**src/rtl/mem_arbiter.sv**
```systemverilog
// mem_arbiter: shares one single-port memory between instruction fetch and data access.
// Ports:
//   clk, rst                      clock (rising edge) and asynchronous active-high reset
//   if_req_*  / if_rsp_*          fetch request (valid/addr/ready) and response (valid/data)
//   dm_req_*  / dm_rsp_*          data request (valid/we/addr/wdata/ready) and response (valid/rdata)
//   mem_req_* / mem_rsp_*         memory request (valid/we/addr/wdata/ready) and response (valid/rdata)
//   busy                          a transaction is in flight
//   err                           sticky response-timeout flag
module mem_arbiter #(
    parameter int STARVE_MAX = 4,
    parameter int TIMEOUT    = 255
) (
    input  logic        clk,
    input  logic        rst,
    input  logic        if_req_valid,
    input  logic [31:0] if_req_addr,
    output logic        if_req_ready,
    output logic        if_rsp_valid,
    output logic [31:0] if_rsp_data,
    input  logic        dm_req_valid,
    input  logic        dm_req_we,
    input  logic [31:0] dm_req_addr,
    input  logic [31:0] dm_req_wdata,
    output logic        dm_req_ready,
    output logic        dm_rsp_valid,
    output logic [31:0] dm_rsp_rdata,
    output logic        mem_req_valid,
    output logic        mem_req_we,
    output logic [31:0] mem_req_addr,
    output logic [31:0] mem_req_wdata,
    input  logic        mem_req_ready,
    input  logic        mem_rsp_valid,
    input  logic [31:0] mem_rsp_rdata,
    output logic        busy,
    output logic        err
);
    localparam int SW = $clog2(STARVE_MAX + 1);
    localparam int TW = $clog2(TIMEOUT + 1);

    typedef enum logic [1:0] {IDLE, REQ, WAIT} state_t;

    state_t        state, state_nx;
    logic          owner;
    logic          we_q;
    logic [31:0]   addr_q, wdata_q, rdata;
    logic [SW-1:0] starve_cnt;
    logic [TW-1:0] wait_cnt;
    logic          grant_dm, grant_if, timeout, done;

    // Data wins ties unless fetch has already lost STARVE_MAX times in a row.
    assign grant_dm = dm_req_valid && (!if_req_valid || starve_cnt != SW'(STARVE_MAX));
    assign grant_if = if_req_valid && !grant_dm;
    assign timeout  = wait_cnt == TW'(TIMEOUT);
    assign done     = state == WAIT && (mem_rsp_valid || timeout);
    // Stores always return 0, and an aborted transaction returns 0.
    assign rdata    = (mem_rsp_valid && !we_q) ? mem_rsp_rdata : '0;

    assign mem_req_valid = state == REQ;
    assign mem_req_we    = we_q;
    assign mem_req_addr  = addr_q;
    assign mem_req_wdata = wdata_q;
    assign busy          = state != IDLE;

    always_ff @(posedge clk or posedge rst) begin
        if (rst) state <= IDLE;
        else     state <= state_nx;
    end

    always_comb begin
        state_nx     = state;
        if_req_ready = 1'b0;
        dm_req_ready = 1'b0;
        case (state)
            IDLE: begin
                // Gated by rst so the ready outputs read 0 while reset is held.
                if_req_ready = grant_if && !rst;
                dm_req_ready = grant_dm && !rst;
                if (grant_if || grant_dm) state_nx = REQ;
            end
            REQ:     if (mem_req_ready) state_nx = WAIT;
            WAIT:    if (done) state_nx = IDLE;
            default: state_nx = IDLE;
        endcase
    end

    always_ff @(posedge clk or posedge rst) begin
        if (rst) begin
            owner        <= 1'b0;
            we_q         <= 1'b0;
            addr_q       <= '0;
            wdata_q      <= '0;
            starve_cnt   <= '0;
            wait_cnt     <= '0;
            if_rsp_valid <= 1'b0;
            if_rsp_data  <= '0;
            dm_rsp_valid <= 1'b0;
            dm_rsp_rdata <= '0;
            err          <= 1'b0;
        end else begin
            if (state == IDLE) begin
                starve_cnt <= (grant_if || !if_req_valid) ? '0 :
                              (starve_cnt == SW'(STARVE_MAX)) ? starve_cnt : starve_cnt + 1'b1;
                if (grant_if || grant_dm) begin
                    owner   <= grant_dm;
                    we_q    <= grant_dm && dm_req_we;
                    addr_q  <= grant_dm ? dm_req_addr : if_req_addr;
                    wdata_q <= grant_dm ? dm_req_wdata : '0;
                end
            end
            wait_cnt     <= (state == WAIT) ? wait_cnt + 1'b1 : '0;
            if_rsp_valid <= done && !owner;
            dm_rsp_valid <= done && owner;
            if_rsp_data  <= (done && !owner) ? rdata : '0;
            dm_rsp_rdata <= (done && owner) ? rdata : '0;
            err          <= err | (state == WAIT && !mem_rsp_valid && timeout);
        end
    end
endmodule

```
**config.mk**
```make
export PLATFORM = sky130hd
export DESIGN_NAME = mem_arbiter
export DESIGN_NICKNAME = d
export VERILOG_FILES = /design/src/rtl/mem_arbiter.sv
export SDC_FILE = /design/constraint.sdc
export NUM_CORES = 1
export LEC_CHECK = 0
export ABC_CLOCK_PERIOD_IN_PS = 7090
export CAP_MARGIN = 20
export CORE_ASPECT_RATIO = 0.9
export CORE_MARGIN = 10
export CORE_UTILIZATION = 30
export CTS_BUF_LIST = sky130_fd_sc_hd__clkbuf_4 sky130_fd_sc_hd__clkbuf_8
export DETAILED_ROUTE_END_ITERATION = 10
export GPL_ROUTABILITY_DRIVEN = 0
export PLACE_DENSITY = 0.7
export SLEW_MARGIN = 25
export SYNTH_ARGS = -nofsm -noshare
export SYNTH_HDL_FRONTEND = slang
export SYNTH_SLANG_ARGS = --single-unit
```
**constraint.sdc**
```tcl
create_clock -name clk -period 7.09 [get_ports clk]
set_input_delay 1.418 -clock clk [delete_from_list [all_inputs] [get_ports clk]]
set_output_delay 1.418 -clock clk [all_outputs]
set_load 0.01 [all_outputs]
```
======== Word level (Yosys, flattened, before mapping) ========
Cells that the tools add are included.
word-level totals
  bits in registers ....................... 146
  bits of input ports ..................... 135
  output and inout bits ................... 136
operators by class
  muxes and demuxes ....................... 14
  equality and inequality tests ........... 9
  $add $sub $neg .......................... 2
  reductions and logical operators ........ 26
  bitwise operators ....................... 1
operators with widths
  cell                                                                      number
  32-bit two-way mux                                                        5
  1-bit logical AND                                                         11
  8-bit by 1-bit adder with 8-bit output (second input constant)            1
  8-bit equality test (second input constant)                               1
  8-bit two-way mux                                                         1
  1-bit zero test                                                           6
  2-bit two-way mux                                                         3
  3-bit two-way mux                                                         2
  2-bit inequality test (second input constant)                             3
  2-bit case mux with 3 select lines                                        1
  1-bit logical OR                                                          4
  2-bit AND reduction                                                       2
  3-bit by 1-bit adder with 3-bit output (second input constant)            1
  3-bit equality test (second input constant)                               1
  3-bit inequality test (second input constant)                             1
  3-bit AND reduction                                                       1
  2-bit by 1-bit equality test with 1-bit output (second input constant)    1
  2-bit equality test (second input constant)                               1
  2-bit zero test                                                           1
  1-bit two-way mux                                                         2
  2-bit by 1-bit inequality test with 1-bit output (second input constant)  1
  2-bit nonzero test                                                        1
  1-bit bitwise OR                                                          1

======== Longest topological paths before layout ========
  depth in word-level cells ............... 8
  mapped depth ............................ 7

======== Worst setup path before layout ========
OpenSTA, ideal clock, no wires.
  kind .................................... input to output
  start point ............................. in rst
  end point ............................... out dm_req_ready
  slack ................................... 775 ps
  path buffers ............................ 0
  data required time ...................... 5672 ps
  data arrival time ....................... 4897 ps
  stages .................................. 2
  cell sequence ........................... inv_1 -> and2_1
on the way
  longest elaborated chain between the ends .. 3
RTL lines
  element                    line  source
  start, declared            14    input logic rst,
  1-bit zero test (no line)  --
  1-bit logical AND          77    dm_req_ready = grant_dm && !rst;
  1-bit two-way mux          73    case (state)
  end, declared              24    output logic dm_req_ready,
No other way between the ends.

======== Worst setup path after layout ========
  start point ............................. in if_req_valid
  end point ............................... out if_req_ready
on the way
  longest elaborated chain between the ends .. 7
RTL lines
  element              line  source
  start, declared      15    input logic if_req_valid,
  1-bit zero test      51    assign grant_dm = dm_req_valid && (!if_req_valid || starve_cnt != SW'(STARVE_MAX));
  1-bit logical OR     51
  1-bit logical AND    51
  1-bit zero test      52    assign grant_if = if_req_valid && !grant_dm;
  1-bit logical AND *  52
  1-bit logical AND *  76    if_req_ready = grant_if && !rst;
  1-bit two-way mux *  73
  end, declared        17    output logic if_req_ready,
Every way passes the cells marked *; elsewhere a longest branch is shown, timed or not.

==> metrics <==
status=complete, no violations; Final min period=5.456 ns; WS Path Type=in2out; mapped cell area=5956 um2; WL per Instance=19.67 um; DR pass1 iterations=5; width of the die=168.5 um; initial DRC count=319; Post-CTS Hold Fix Bufs=0; register bit count reported by yosys=146; CP most frequent cell=clkdlybuf4s50_1; sequential area share after synthesis=0.6134; vias in the first global route=4974; fmax=0.1833 GHz; Post-route DRC=0; Yosys top cell area share=0.6134; synth top area cells=dfrtp_1 (61%), o221ai_2 (7.6%), a22o_1 (4.9%), nor2_1 (4.4%), nand2b_1 (3.8%); kind of cell adding the most delay to the critical path=simple AND/OR/NAND/NOR gates; most common cell in the synthesized netlist=dfrtp_1; Worst-path clk slew=0.08 ns; Slew headroom=0.3529; Routed Antenna Nets=0; Hold Vio Cnt, Final=0; Synth Instances=512; drt via density=4.716; clk buf depth=2; post-CTS sizing=0; Post-Route WL=20240 um; CP Capture Type=output pin; r2r setup slk=4.61 ns; Worst-Skew Late Latency=0.44 ns; number of buffers and inverters on the critical path=2; post-synthesis cell type count=40; Vias=4853; Synth Warn #=0; NumNets Final=904; Critical Path AT=4.04 ns; mean post-synth cell area=11.63 um2; CTS Sinks=146; Core Area=19340 um2; die footprint=25900 um2; number of fill cells=1821; CP cell instances=clkdlybuf4s50_1 -> nand3_2 -> and2_2 -> nor4b_1 -> clkdlybuf4s50_1; Post-CTS Setup Bufs=0; Final Max Slew Viols=0; Post-Route Setup TNS=0 ns; Critical Path Max Stage Delay=0.64 ns; DP HPWL=14410 um; Overflow after GRT=0; Final setup viols=0; unrepaired setup endpoints after global routing=false; share of layout cells above drive strength 1=0.09884; Core Rows=48; CP max-delay cell=nand3_2; Syn Nets=650; antenna violations before repair=0; Worst IR Drop VDD=0.1909 mV; Lkg Pwr=0.003929 uW; dominant synthesized flop cell=dfrtp_1; GRT Util Overall=0.1519; Post-synth ARST share=1.000; first-pass GRT wire length=30810 um; power density cells=338.7 nW/um2; Hold WC Path Type=reg2reg; synthesis-to-finish area growth=54.47%; # Max-Cap Violations=0; Root Driver=clkbuf_8; Max Clock Skew=0.01321 ns; Post-synth EDFFs=0; CTS buffer count=17; # diodes=0; CTS tree=yes; crit share post-route=0.7696; CP Max Fanout=36; H-tree depth=4; Worst Path Required=5.67 ns; port bufs=270; commonest cells in the netlist=dfrtp_1 (146), nor2_1 (70), inv_1 (36), nand2b_1 (36), nand3_1 (36); WHS=0.4726 ns; crit start category=primary input; Initial Util=0.3080; worst-margin pin slew=0.9706 ns; largest area contributor in the netlist=dfrtp_1; die extent in y=153.7 um; I/O pin cnt=271; pin count of the biggest net entering global routing=82
## worst register-to-register path: stages (launching register included)
cell	delay [ns]
dfrtp_1	0.41
inv_1	0.07
ha_1	0.15
nand3_2	0.58
and2_2	0.51
buf_4	0.31
a32o_1	0.35
## report_power, final
part	switching, uW	internal (uW)
sequential	128	1040
clock	322	305
combinational	641	681
## per-layer routing
layer  up-vias  global-route usage  share of wire
met5         -                   0              0
met1      2412              0.1733           0.40
met2       131              0.2676           0.53
li1       2294                   -              -
met3        16             0.04536          0.059
met4         0             0.04432          0.016
## final timing paths
check / startpoint / endpoint / depth (start not counted)
max: if_req_valid / if_req_ready / 5
max reg2reg: starve_cnt[0]$_DFFE_PP0P_ / starve_cnt[2]$_DFFE_PP0P_ / 6
min reg2reg: err$_DFF_PP0_ / err$_DFF_PP0_ / 1
max in group asynchronous: rst / owner$_DFFE_PP0P_ / 3
min in group asynchronous: rst / mem_req_addr[7]$_DFFE_PP0P_ / 2
min: err$_DFF_PP0_ / err$_DFF_PP0_ / 1
## sequential cells by signal, summed over array words and instances, names as in the netlist
register,cells
mem_req_addr,32
err,1
if_rsp_data,32
mem_req_we,1
state,2
dm_rsp_rdata,32
owner,1
wait_cnt,8
starve_cnt,3
if_rsp_valid,1
mem_req_wdata,32
dm_rsp_valid,1
## final cells by class
| type | count | area (um2) | area share |
|---|---|---|---|
| flip-flops and latches | 146 | 3654 | 0.3971 |
| repair buffers | 278 | 2763 | 0.3003 |
| multi-input cells | 286 | 1947 | 0.2116 |
| well taps | 250 | 312.8 | 0.03400 |
| clock buffers | 21 | 276.5 | 0.03006 |
| inverters | 37 | 143.9 | 0.01564 |
| clock inverters | 11 | 103.9 | 0.01129 |
## per-stage QoR
stage                       util  std cells  worst slack, ns  cell area [um2]  total power (uW)
after floorplan                -        512           0.7753             5956              1896
after global placement    0.4561        997            1.712             8820              2511
after detailed placement  0.4561        997            1.648             8820              2529
after CTS                 0.4757       1029            1.633             9200              3172
after global routing      0.4757       1029            1.550             9200              3308
final                     0.4757       1029            1.634             9200              3116
## cells in the final DEF (no fill, tap or decap), types with 2 or more instances in the layout
cell	n
a21oi_1	3
ha_1	3
and2_1	2
o21ai_1	4
inv_6	3
buf_4	8
nand2b_1	36
nand3_1	36
nor2_1	70
clkbuf_4	2
clkdlybuf4s50_1	270
clkbuf_8	19
nand4_1	34
o31ai_1	2
clkinv_2	2
clkinvlp_4	5
a22o_1	33
a21o_1	2
inv_1	35
dfrtp_1	146
o221ai_1	2
o21ai_0	2
nand2_1	7
or3_1	2
xor2_1	2
o221ai_2	30
## cells by family (layout without fill, tap and decap cells)
family | after synthesis | after routing | share of synthesized area
simple gates | 199 | 199 | 0.1708
buf+inv | 80 | 347 | 0.06071
fa+ha+maj | 3 | 3 | 0.006303
compound gates | 81 | 81 | 0.1443
flops | 146 | 146 | 0.6134
xor+xnor | 3 | 3 | 0.004413
Note: power is estimated with default switching activity, not from simulation.
